## src/rtl/conv_pkg.sv

```systemverilog
// Shared definitions for the conv3x3_stream slice: FSM state encoding,
// kernel coefficient type and the SobelX reset kernel.
package conv_pkg;
    localparam int KW = 8;

    typedef logic signed [KW-1:0] coef_t;

    typedef enum logic [1:0] {
        IDLE,
        FILL,
        RUN,
        FLUSH
    } state_t;

    // Row-major {-1,0,1; -2,0,2; -1,0,1}
    localparam coef_t SOBEL_X [9] = '{
        -8'sd1, 8'sd0, 8'sd1,
        -8'sd2, 8'sd0, 8'sd2,
        -8'sd1, 8'sd0, 8'sd1
    };
endpackage

```

## src/rtl/conv_line_buffer.sv

```systemverilog
// One-row delay line: the value read at the pointer is the one written WIDTH
// enabled cycles earlier; the same slot is then overwritten.
module conv_line_buffer
    import conv_pkg::*;
#(
    parameter int WIDTH = 8,
    parameter int BITW  = 8
) (
    input  logic            clk,
    input  logic            rst,
    input  logic            en,
    input  logic [BITW-1:0] wr_data,
    output logic [BITW-1:0] rd_data
);
    localparam int AW = $clog2(WIDTH);
    localparam logic [AW-1:0] PTR_LAST = AW'(WIDTH - 1);

    logic [BITW-1:0] mem_q [WIDTH];
    logic [AW-1:0]   ptr_q, ptr_d;

    always_comb begin
        ptr_d = ptr_q;
        if (en) begin
            ptr_d = (ptr_q == PTR_LAST) ? '0 : ptr_q + AW'(1);
        end
    end

    always_ff @(posedge clk) begin
        if (rst) begin
            ptr_q <= '0;
        end else begin
            ptr_q <= ptr_d;
        end
    end

    always_ff @(posedge clk) begin
        if (en) begin
            mem_q[ptr_q] <= wr_data;
        end
    end

    assign rd_data = mem_q[ptr_q];
endmodule

```

## src/rtl/conv3x3_stream.sv

```systemverilog
// Streaming 3x3 convolution over a WIDTH x HEIGHT raster frame, output |sum|
// saturated to BITW bits, border pixels forced to 0. Macro CONV_KERNEL_LOAD_EN adds a kernel write port.
module conv3x3_stream
    import conv_pkg::*;
#(
    parameter int WIDTH  = 8,
    parameter int HEIGHT = 8,
    parameter int BITW   = 8,
    parameter int ACCW   = 20
) (
    input  logic            clk,
    input  logic            rst,
    input  logic            in_valid,
    output logic            in_ready,
    input  logic [BITW-1:0] in_pix,
    output logic            out_valid,
    input  logic            out_ready,
    output logic [BITW-1:0] out_pix,
    output logic            frame_done
`ifdef CONV_KERNEL_LOAD_EN
    ,
    input  logic            k_we,
    input  logic [3:0]      k_addr,
    input  coef_t           k_data
`endif
);
    localparam int CW = $clog2(WIDTH);
    localparam int RW = $clog2(HEIGHT);
    localparam logic [CW-1:0] COL_LAST = CW'(WIDTH - 1);
    localparam logic [RW-1:0] ROW_LAST = RW'(HEIGHT - 1);
    localparam logic signed [ACCW-1:0] PIX_MAX = ACCW'((1 << BITW) - 1);

    function automatic logic [BITW-1:0] sat_abs(input logic signed [ACCW-1:0] s);
        logic signed [ACCW-1:0] mag;
        mag = s[ACCW-1] ? -s : s;
        return (mag > PIX_MAX) ? PIX_MAX[BITW-1:0] : mag[BITW-1:0];
    endfunction

    state_t                 state_q, state_d;
    logic [CW-1:0]          in_col_q, in_col_d, gen_col_q, gen_col_d;
    logic [RW-1:0]          in_row_q, in_row_d, gen_row_q, gen_row_d;
    logic                   gen_done_q, gen_done_d;
    logic                   vld_p0_q, vld_p0_d, last_p0_q, last_p0_d;
    logic                   border_p0_q, border_p0_d;
    logic [BITW-1:0]        win_p0_q [3][3];
    logic [BITW-1:0]        win_p0_d [3][3];
    logic                   vld_p1_q, vld_p1_d, last_p1_q, last_p1_d;
    logic [BITW-1:0]        out_pix_q, out_pix_d;
    coef_t                  kern [3][3];
    logic signed [ACCW-1:0] acc_p0;
    logic [BITW-1:0]        lb1_rd, lb2_rd;
    logic adv, in_acc, in_last, fill_done, gen, gen_last, gen_border;

    // A held output freezes every stage, including input acceptance.
    assign adv        = !(vld_p1_q && !out_ready);
    assign in_ready   = adv && (state_q != FLUSH);
    assign in_acc     = in_valid && in_ready;
    assign in_last    = (in_row_q == ROW_LAST) && (in_col_q == COL_LAST);
    assign fill_done  = (in_row_q == RW'(1)) && (in_col_q == CW'(1));
    assign gen        = (in_acc && (state_q == RUN || (state_q == FILL && fill_done)))
                     || (state_q == FLUSH && adv && !gen_done_q);
    assign gen_last   = (gen_row_q == ROW_LAST) && (gen_col_q == COL_LAST);
    assign gen_border = (gen_row_q == '0) || (gen_row_q == ROW_LAST)
                     || (gen_col_q == '0) || (gen_col_q == COL_LAST);

    assign out_valid  = vld_p1_q;
    assign out_pix    = out_pix_q;
    assign frame_done = vld_p1_q && out_ready && last_p1_q;

    conv_line_buffer #(.WIDTH(WIDTH), .BITW(BITW)) u_lb1 (
        .clk(clk), .rst(rst), .en(in_acc), .wr_data(in_pix), .rd_data(lb1_rd)
    );
    conv_line_buffer #(.WIDTH(WIDTH), .BITW(BITW)) u_lb2 (
        .clk(clk), .rst(rst), .en(in_acc), .wr_data(lb1_rd), .rd_data(lb2_rd)
    );

`ifdef CONV_KERNEL_LOAD_EN
    coef_t k_q [3][3];
    coef_t k_d [3][3];

    always_comb begin
        k_d = k_q;
        for (int i = 0; i < 3; i++) begin
            for (int j = 0; j < 3; j++) begin
                if (k_we && state_q == IDLE && k_addr == 4'(i * 3 + j)) begin
                    k_d[i][j] = k_data;
                end
            end
        end
    end

    always_ff @(posedge clk) begin
        if (rst) begin
            for (int i = 0; i < 3; i++) begin
                for (int j = 0; j < 3; j++) begin
                    k_q[i][j] <= SOBEL_X[i * 3 + j];
                end
            end
        end else begin
            k_q <= k_d;
        end
    end

    always_comb kern = k_q;
`else
    always_comb begin
        for (int i = 0; i < 3; i++) begin
            for (int j = 0; j < 3; j++) begin
                kern[i][j] = SOBEL_X[i * 3 + j];
            end
        end
    end
`endif

    always_comb begin
        state_d = state_q;
        case (state_q)
            IDLE:    if (in_acc) state_d = FILL;
            FILL:    if (in_acc && fill_done) state_d = RUN;
            RUN:     if (in_acc && in_last) state_d = FLUSH;
            FLUSH:   if (frame_done) state_d = IDLE;
            default: state_d = IDLE;
        endcase
    end

    always_comb begin
        acc_p0 = '0;
        for (int i = 0; i < 3; i++) begin
            for (int j = 0; j < 3; j++) begin
                acc_p0 = acc_p0 + ACCW'($signed({1'b0, win_p0_q[i][j]})) * ACCW'(kern[i][j]);
            end
        end
    end

    always_comb begin
        in_col_d    = in_col_q;
        in_row_d    = in_row_q;
        gen_col_d   = gen_col_q;
        gen_row_d   = gen_row_q;
        gen_done_d  = gen_done_q;
        vld_p0_d    = vld_p0_q;
        last_p0_d   = last_p0_q;
        border_p0_d = border_p0_q;
        win_p0_d    = win_p0_q;
        vld_p1_d    = vld_p1_q;
        last_p1_d   = last_p1_q;
        out_pix_d   = out_pix_q;

        // Window column 2 gets rows r-2, r-1, r of the accepted column.
        if (in_acc) begin
            if (in_col_q == COL_LAST) begin
                in_col_d = '0;
                in_row_d = (in_row_q == ROW_LAST) ? '0 : in_row_q + RW'(1);
            end else begin
                in_col_d = in_col_q + CW'(1);
            end
            for (int i = 0; i < 3; i++) begin
                win_p0_d[i][0] = win_p0_q[i][1];
                win_p0_d[i][1] = win_p0_q[i][2];
            end
            win_p0_d[0][2] = lb2_rd;
            win_p0_d[1][2] = lb1_rd;
            win_p0_d[2][2] = in_pix;
        end

        if (gen) begin
            if (gen_col_q == COL_LAST) begin
                gen_col_d = '0;
                gen_row_d = (gen_row_q == ROW_LAST) ? '0 : gen_row_q + RW'(1);
            end else begin
                gen_col_d = gen_col_q + CW'(1);
            end
            if (gen_last) gen_done_d = 1'b1;
        end
        if (frame_done) gen_done_d = 1'b0;

        // p0 -> p1: convolve the captured window and saturate.
        if (adv) begin
            vld_p0_d    = gen;
            last_p0_d   = gen_last;
            border_p0_d = gen_border;
            vld_p1_d    = vld_p0_q;
            last_p1_d   = last_p0_q;
            if (vld_p0_q) begin
                out_pix_d = border_p0_q ? '0 : sat_abs(acc_p0);
            end
        end
    end

    always_ff @(posedge clk) begin
        if (rst) begin
            state_q    <= IDLE;
            in_col_q   <= '0;
            in_row_q   <= '0;
            gen_col_q  <= '0;
            gen_row_q  <= '0;
            gen_done_q <= 1'b0;
            vld_p0_q   <= 1'b0;
            last_p0_q  <= 1'b0;
            vld_p1_q   <= 1'b0;
            last_p1_q  <= 1'b0;
            out_pix_q  <= '0;
        end else begin
            state_q    <= state_d;
            in_col_q   <= in_col_d;
            in_row_q   <= in_row_d;
            gen_col_q  <= gen_col_d;
            gen_row_q  <= gen_row_d;
            gen_done_q <= gen_done_d;
            vld_p0_q   <= vld_p0_d;
            last_p0_q  <= last_p0_d;
            vld_p1_q   <= vld_p1_d;
            last_p1_q  <= last_p1_d;
            out_pix_q  <= out_pix_d;
        end
    end

    always_ff @(posedge clk) begin
        win_p0_q    <= win_p0_d;
        border_p0_q <= border_p0_d;
    end
endmodule

```

## config.mk

```make
export PLATFORM = sky130hd
export DESIGN_NAME = conv3x3_stream
export DESIGN_NICKNAME = d
export VERILOG_FILES = /design/src/rtl/conv_pkg.sv /design/src/rtl/conv_line_buffer.sv /design/src/rtl/conv3x3_stream.sv
export SDC_FILE = /design/constraint.sdc
export NUM_CORES = 1
export LEC_CHECK = 0
export BUFFER_PORTS_ARGS = -buffer_cell sky130_fd_sc_hd__buf_2
export CAP_MARGIN = 10
export CORE_MARGIN = 5
export CORE_UTILIZATION = 36
export DETAILED_ROUTE_END_ITERATION = 12
export GPL_TIMING_DRIVEN = 0
export HOLD_SLACK_MARGIN = 0.03
export PLACE_DENSITY = 0.5
export SLEW_MARGIN = 20
export SYNTH_ARGS = -nofsm -noshare
export SYNTH_HDL_FRONTEND = slang
export SYNTH_HIERARCHICAL = 1
export SYNTH_SLANG_ARGS = --single-unit
```

## constraint.sdc

```tcl
create_clock -name clk -period 7.2 [get_ports clk]
set_input_delay 1.44 -clock clk [delete_from_list [all_inputs] [get_ports clk]]
set_output_delay 1.44 -clock clk [all_outputs]
set_load 0.1 [all_outputs]
```

==> run summary <==
CLOCK NETWORK
-------------------------------------------------------------------------------------------
Clock root buffer master                                                       sky130_fd_sc_hd__clkbuf_16
Post-cts gate resize count                                                                0
Hold-fix buffer count after cts                                                           0
Clock insertion delay at the later pin of the skew report                            520 ps
Clock Sinks                                                                             240
Longest Clk Path Bufs                                                                     3
CTS tree                                                                               done
CTS clk-pin slew, worst paths                                                         70 ps
H-tree depth                                                                              1
Number of setup buffers added after CTS                                                   0
Number of buffers created by CTS                                                         26

STA
-------------------------------------------------------------------------------------------
Setup total negative slack                                                             0 ps
Slew Viols, Final                                                                         0
Relative slew margins                                                                 42.9%
Least-Margin Pin Slew                                                                853 ps
Clock Skews                                                                         12.0 ps
Fin crit share                                                                        88.9%
Final setup violation count                                                               0
Hold Vio Cnt, Final                                                                       0
Max frequency                                                                       156 MHz
Final-layout worst hold slack                                                        412 ps
Min Clock Period, post-route                                                        6400 ps
Setup repair after global routing missed its margin                                   false

SYNTHESIS
-------------------------------------------------------------------------------------------
Post-synth EDFFs                                                                        201
Share of the synthesized area in the top cell type                                    50.7%
Cell count after synthesis                                                              839
Share of flip-flops with an asynchronous set or reset after synthesis                    0%
Area of the mapped netlist                                                     0.0119 sq mm
Library cell with the largest summed area after synthesis                      sky130_fd_sc_hd__edfxtp_1
Mean instance size in the synthesized netlist                                    14.2 sq um
Synthesis Warnings                                                                        6
Net count of the mapped netlist                                                         936
Leading post-synthesis cells by cell area                                      sky130_fd_sc_hd__edfxtp_1 51%, sky130_fd_sc_hd__mux4_1 6.6%, sky130_fd_sc_hd__dfxtp_1 6.6%
Predominant post-synthesis flop cell                                           sky130_fd_sc_hd__edfxtp_1
Proportion of synthesized chip area in sequential cells                               57.3%
Leading cell type by number of instances after synthesis                       sky130_fd_sc_hd__edfxtp_1
FF+latch count, synth                                                                   240
Most frequent cells after synthesis                                            201 x sky130_fd_sc_hd__edfxtp_1, 92 x sky130_fd_sc_hd__inv_1, 54 x sky130_fd_sc_hd__ha_1, 51 x sky130_fd_sc_hd__nor2_1, 50 x sky130_fd_sc_hd__nand2_1
Unique masters post-synth                                                                86

DRT
-------------------------------------------------------------------------------------------
Vias per Instance                                                                      4.87
Number of remaining DRC errors                                                            0
WL/cell                                                                             16.7 um
Wire length reported by the detailed router                                         22.5 mm
TritonRoute pass-1 iters                                                                  4
Number of design-rule violations left by the first detailed-router iteration            289
Post-route antenna net violation count                                                    0
Via count                                                                              6569

GRT
-------------------------------------------------------------------------------------------
Pin count of the biggest net entering global routing                                     53
Initial antenna violation count                                                           0
Wire length of the first global-routing pass                                        36.2 mm
Global route total overflow                                                               0
GRT Total Usage                                                                       12.4%
Number of global-route vias before repair                                              6465

FINAL LAYOUT
-------------------------------------------------------------------------------------------
Inserted Diodes                                                                           0
Share of layout cells above drive strength 1                                          13.8%
Post-synthesis to final-layout area growth                                            13.2%
Final core area utilization                                                           41.3%
Total Nets Final                                                                        987

SETUP PATH
-------------------------------------------------------------------------------------------
Standard cell with the maximum stage delay on the critical path                sky130_fd_sc_hd__or4b_2
Worst endpoint data arrival time                                                    6810 ps
Critical R2R Capture                                                             out_pix[2]
Critical path data required time                                                    7610 ps
Startpoint of the worst-slack reg-to-reg timing path                           win_p0_q[42]
Worst Setup Start Kind                                                                 flop
CP Cell Sequence                                                               nor2_1 > or4b_2 > nor3_1 > ha_1 > fa_1 > inv_1 > fa_1 > inv_1 > ha_1 > buf_6 > a211oi_4 > o21bai_1 > nand2_1 > a31o_1 > a31oi_1 > buf_4 > clkbuf_1 > o211ai_1 > o31ai_1 > o221ai_2 > a2111oi_1 > nor2_1
Biggest fanout along the worst timing path                                               10
Crit path largest cell delay                                                         660 ps
Reg-to-reg setup timing slack                                                        800 ps
Crit path kind                                                                      reg2reg
Depth of the worst register-to-register path                                             22
Type of destination of the critical path                                               flop

PLACED DESIGN
-------------------------------------------------------------------------------------------
Weighted congestion reported at the end of routability-driven placement               0.761
HPWL reported at the end of detailed placement                                      16.0 mm
Total of buffers placed on input and output ports                                        22

HOLD PATH
-------------------------------------------------------------------------------------------
Worst hold path stage count                                                               0
Worst hold path class                                                               reg2reg
Launch point of the worst hold path                                            win_p0_q[34]
Destination of the worst hold path                                             win_p0_q[42]

DIE
-------------------------------------------------------------------------------------------
Floorplan die height                                                                 192 um
Starting Density                                                                      36.5%
I/O Pins                                                                                 23
Area of the die                                                                0.0368 sq mm
Row Count                                                                                66
Std-Cell Core Area                                                             0.0326 sq mm
Horizontal die dimension                                                             192 um

FLOW RUN
-------------------------------------------------------------------------------------------
Count of max-cap constraint violations                                                    0

OUTCOME
-------------------------------------------------------------------------------------------
Run status                                                                     finished, final reports clean

[sequential cells by signal, summed over array words and instances (netlist names), named ones only]
signal,count
last_p1_q,1
gen_row_q,3
state_q,2
last_p0_q,1
in_row_q,3
u_lb1/mem_q,64
u_lb1/ptr_q,3
out_valid,1
in_col_q,3
border_p0_q,1
gen_done_q,1
win_p0_q,72
u_lb2/mem_q,64
u_lb2/ptr_q,3
gen_col_q,3
out_pix,8
vld_p0_q,1
[metrics by stage]
stage / instance area (sq um) / setup slack (ps) / std cells
floorplan: 11900 / 843 / 839
global placement: 12600 / 748 / 1303
global route: 13500 / 291 / 1350
CTS: 13500 / 712 / 1350
detailed placement: 12600 / 733 / 1304
finish: 13500 / 799 / 1350
[layout make-up]
type / instances / area, sq um
fillers: 3034 / 19100
well taps: 442 / 553
inverters: 92 / 348
clock inverters: 13 / 164
multi-input cells: 485 / 4600
clock buffers: 33 / 698
flip-flops and latches: 240 / 6820
repair buffers: 23 / 130
plain buffers: 22 / 156
[per-layer routing]
metal  track usage [%]  part of all wire, %  vias to the layer above
met2              19.5                   46                       76
met1              18.2                   49                     3235
met3              1.62                  3.0                       33
met5                 0                    0                        -
li1                  -                    -                     3225
met4              3.12                  1.9                        0
[logic make-up after synthesis]
logic type | after synthesis | synth area share, %
flops | 240 | 57.3
fa+ha+maj | 85 | 10.9
mux | 63 | 9.79
compound gates | 127 | 7.86
buf+inv | 114 | 4.22
simple gates | 188 | 8.16
xor+xnor | 22 | 1.81
[cells in the final DEF (no fill, tap or decap), types with 4 or more instances in the layout]
cell | Yosys | final
sky130_fd_sc_hd__nand2_1 | 50 | 50
sky130_fd_sc_hd__nor3_1 | 17 | 13
sky130_fd_sc_hd__o211ai_1 | 6 | 6
sky130_fd_sc_hd__xnor2_1 | 9 | 9
sky130_fd_sc_hd__ha_1 | 54 | 54
sky130_fd_sc_hd__nand2b_1 | 16 | 16
sky130_fd_sc_hd__clkinv_1 | 0 | 5
sky130_fd_sc_hd__o32a_1 | 7 | 7
sky130_fd_sc_hd__clkbuf_1 | 6 | 12
sky130_fd_sc_hd__nor2b_1 | 8 | 8
sky130_fd_sc_hd__bufinv_16 | 0 | 4
sky130_fd_sc_hd__mux4_1 | 30 | 30
sky130_fd_sc_hd__mux2_2 | 17 | 17
sky130_fd_sc_hd__edfxtp_1 | 201 | 201
sky130_fd_sc_hd__o21ai_1 | 5 | 5
sky130_fd_sc_hd__a31oi_1 | 4 | 4
sky130_fd_sc_hd__mux2i_1 | 14 | 14
sky130_fd_sc_hd__dfxtp_1 | 39 | 39
sky130_fd_sc_hd__o21a_1 | 5 | 5
sky130_fd_sc_hd__inv_1 | 92 | 91
sky130_fd_sc_hd__o21ai_0 | 14 | 14
sky130_fd_sc_hd__nor3_2 | 0 | 4
sky130_fd_sc_hd__a21o_1 | 4 | 4
sky130_fd_sc_hd__nor2_1 | 51 | 51
sky130_fd_sc_hd__xor2_1 | 10 | 10
sky130_fd_sc_hd__clkbuf_16 | 0 | 27
sky130_fd_sc_hd__a21oi_1 | 35 | 35
sky130_fd_sc_hd__and3_1 | 4 | 4
sky130_fd_sc_hd__a211oi_1 | 6 | 6
sky130_fd_sc_hd__fa_1 | 31 | 31
sky130_fd_sc_hd__or3_1 | 4 | 4
sky130_fd_sc_hd__nand3_1 | 8 | 8
sky130_fd_sc_hd__buf_2 | 5 | 27
sky130_fd_sc_hd__o211a_1 | 4 | 4
[worst max-delay path by stage]
stage | from | to | slack [ps] | cells after the start
2_1_floorplan | out_ready | u_lb1/mem_q[1][0] | 840 | 6
3_3_place_gp | out_ready | u_lb2/mem_q[1][5] | 750 | 7
3_5_place_dp | win_p0_q[42] | out_pix[2] | 730 | 22
4_1_cts | win_p0_q[42] | out_pix[2] | 710 | 22
5_1_grt | win_p0_q[42] | out_pix[2] | 290 | 22
6_report | win_p0_q[42] | out_pix[2] | 800 | 22
[critical path: cells and delay by family, from the launching register on]
kind                       cells  cell delay [ps]
and+or+nand+nor                5             1420
AOI/OAI and AO/OA              8             1850
buffers and inverters          5              940
adders and majority gates      4             1660
DFF                            1              420
Power is left out: the tool's default activity adds up to more than one toggle a clock period on the data nets, which glitch-free logic cannot reach.
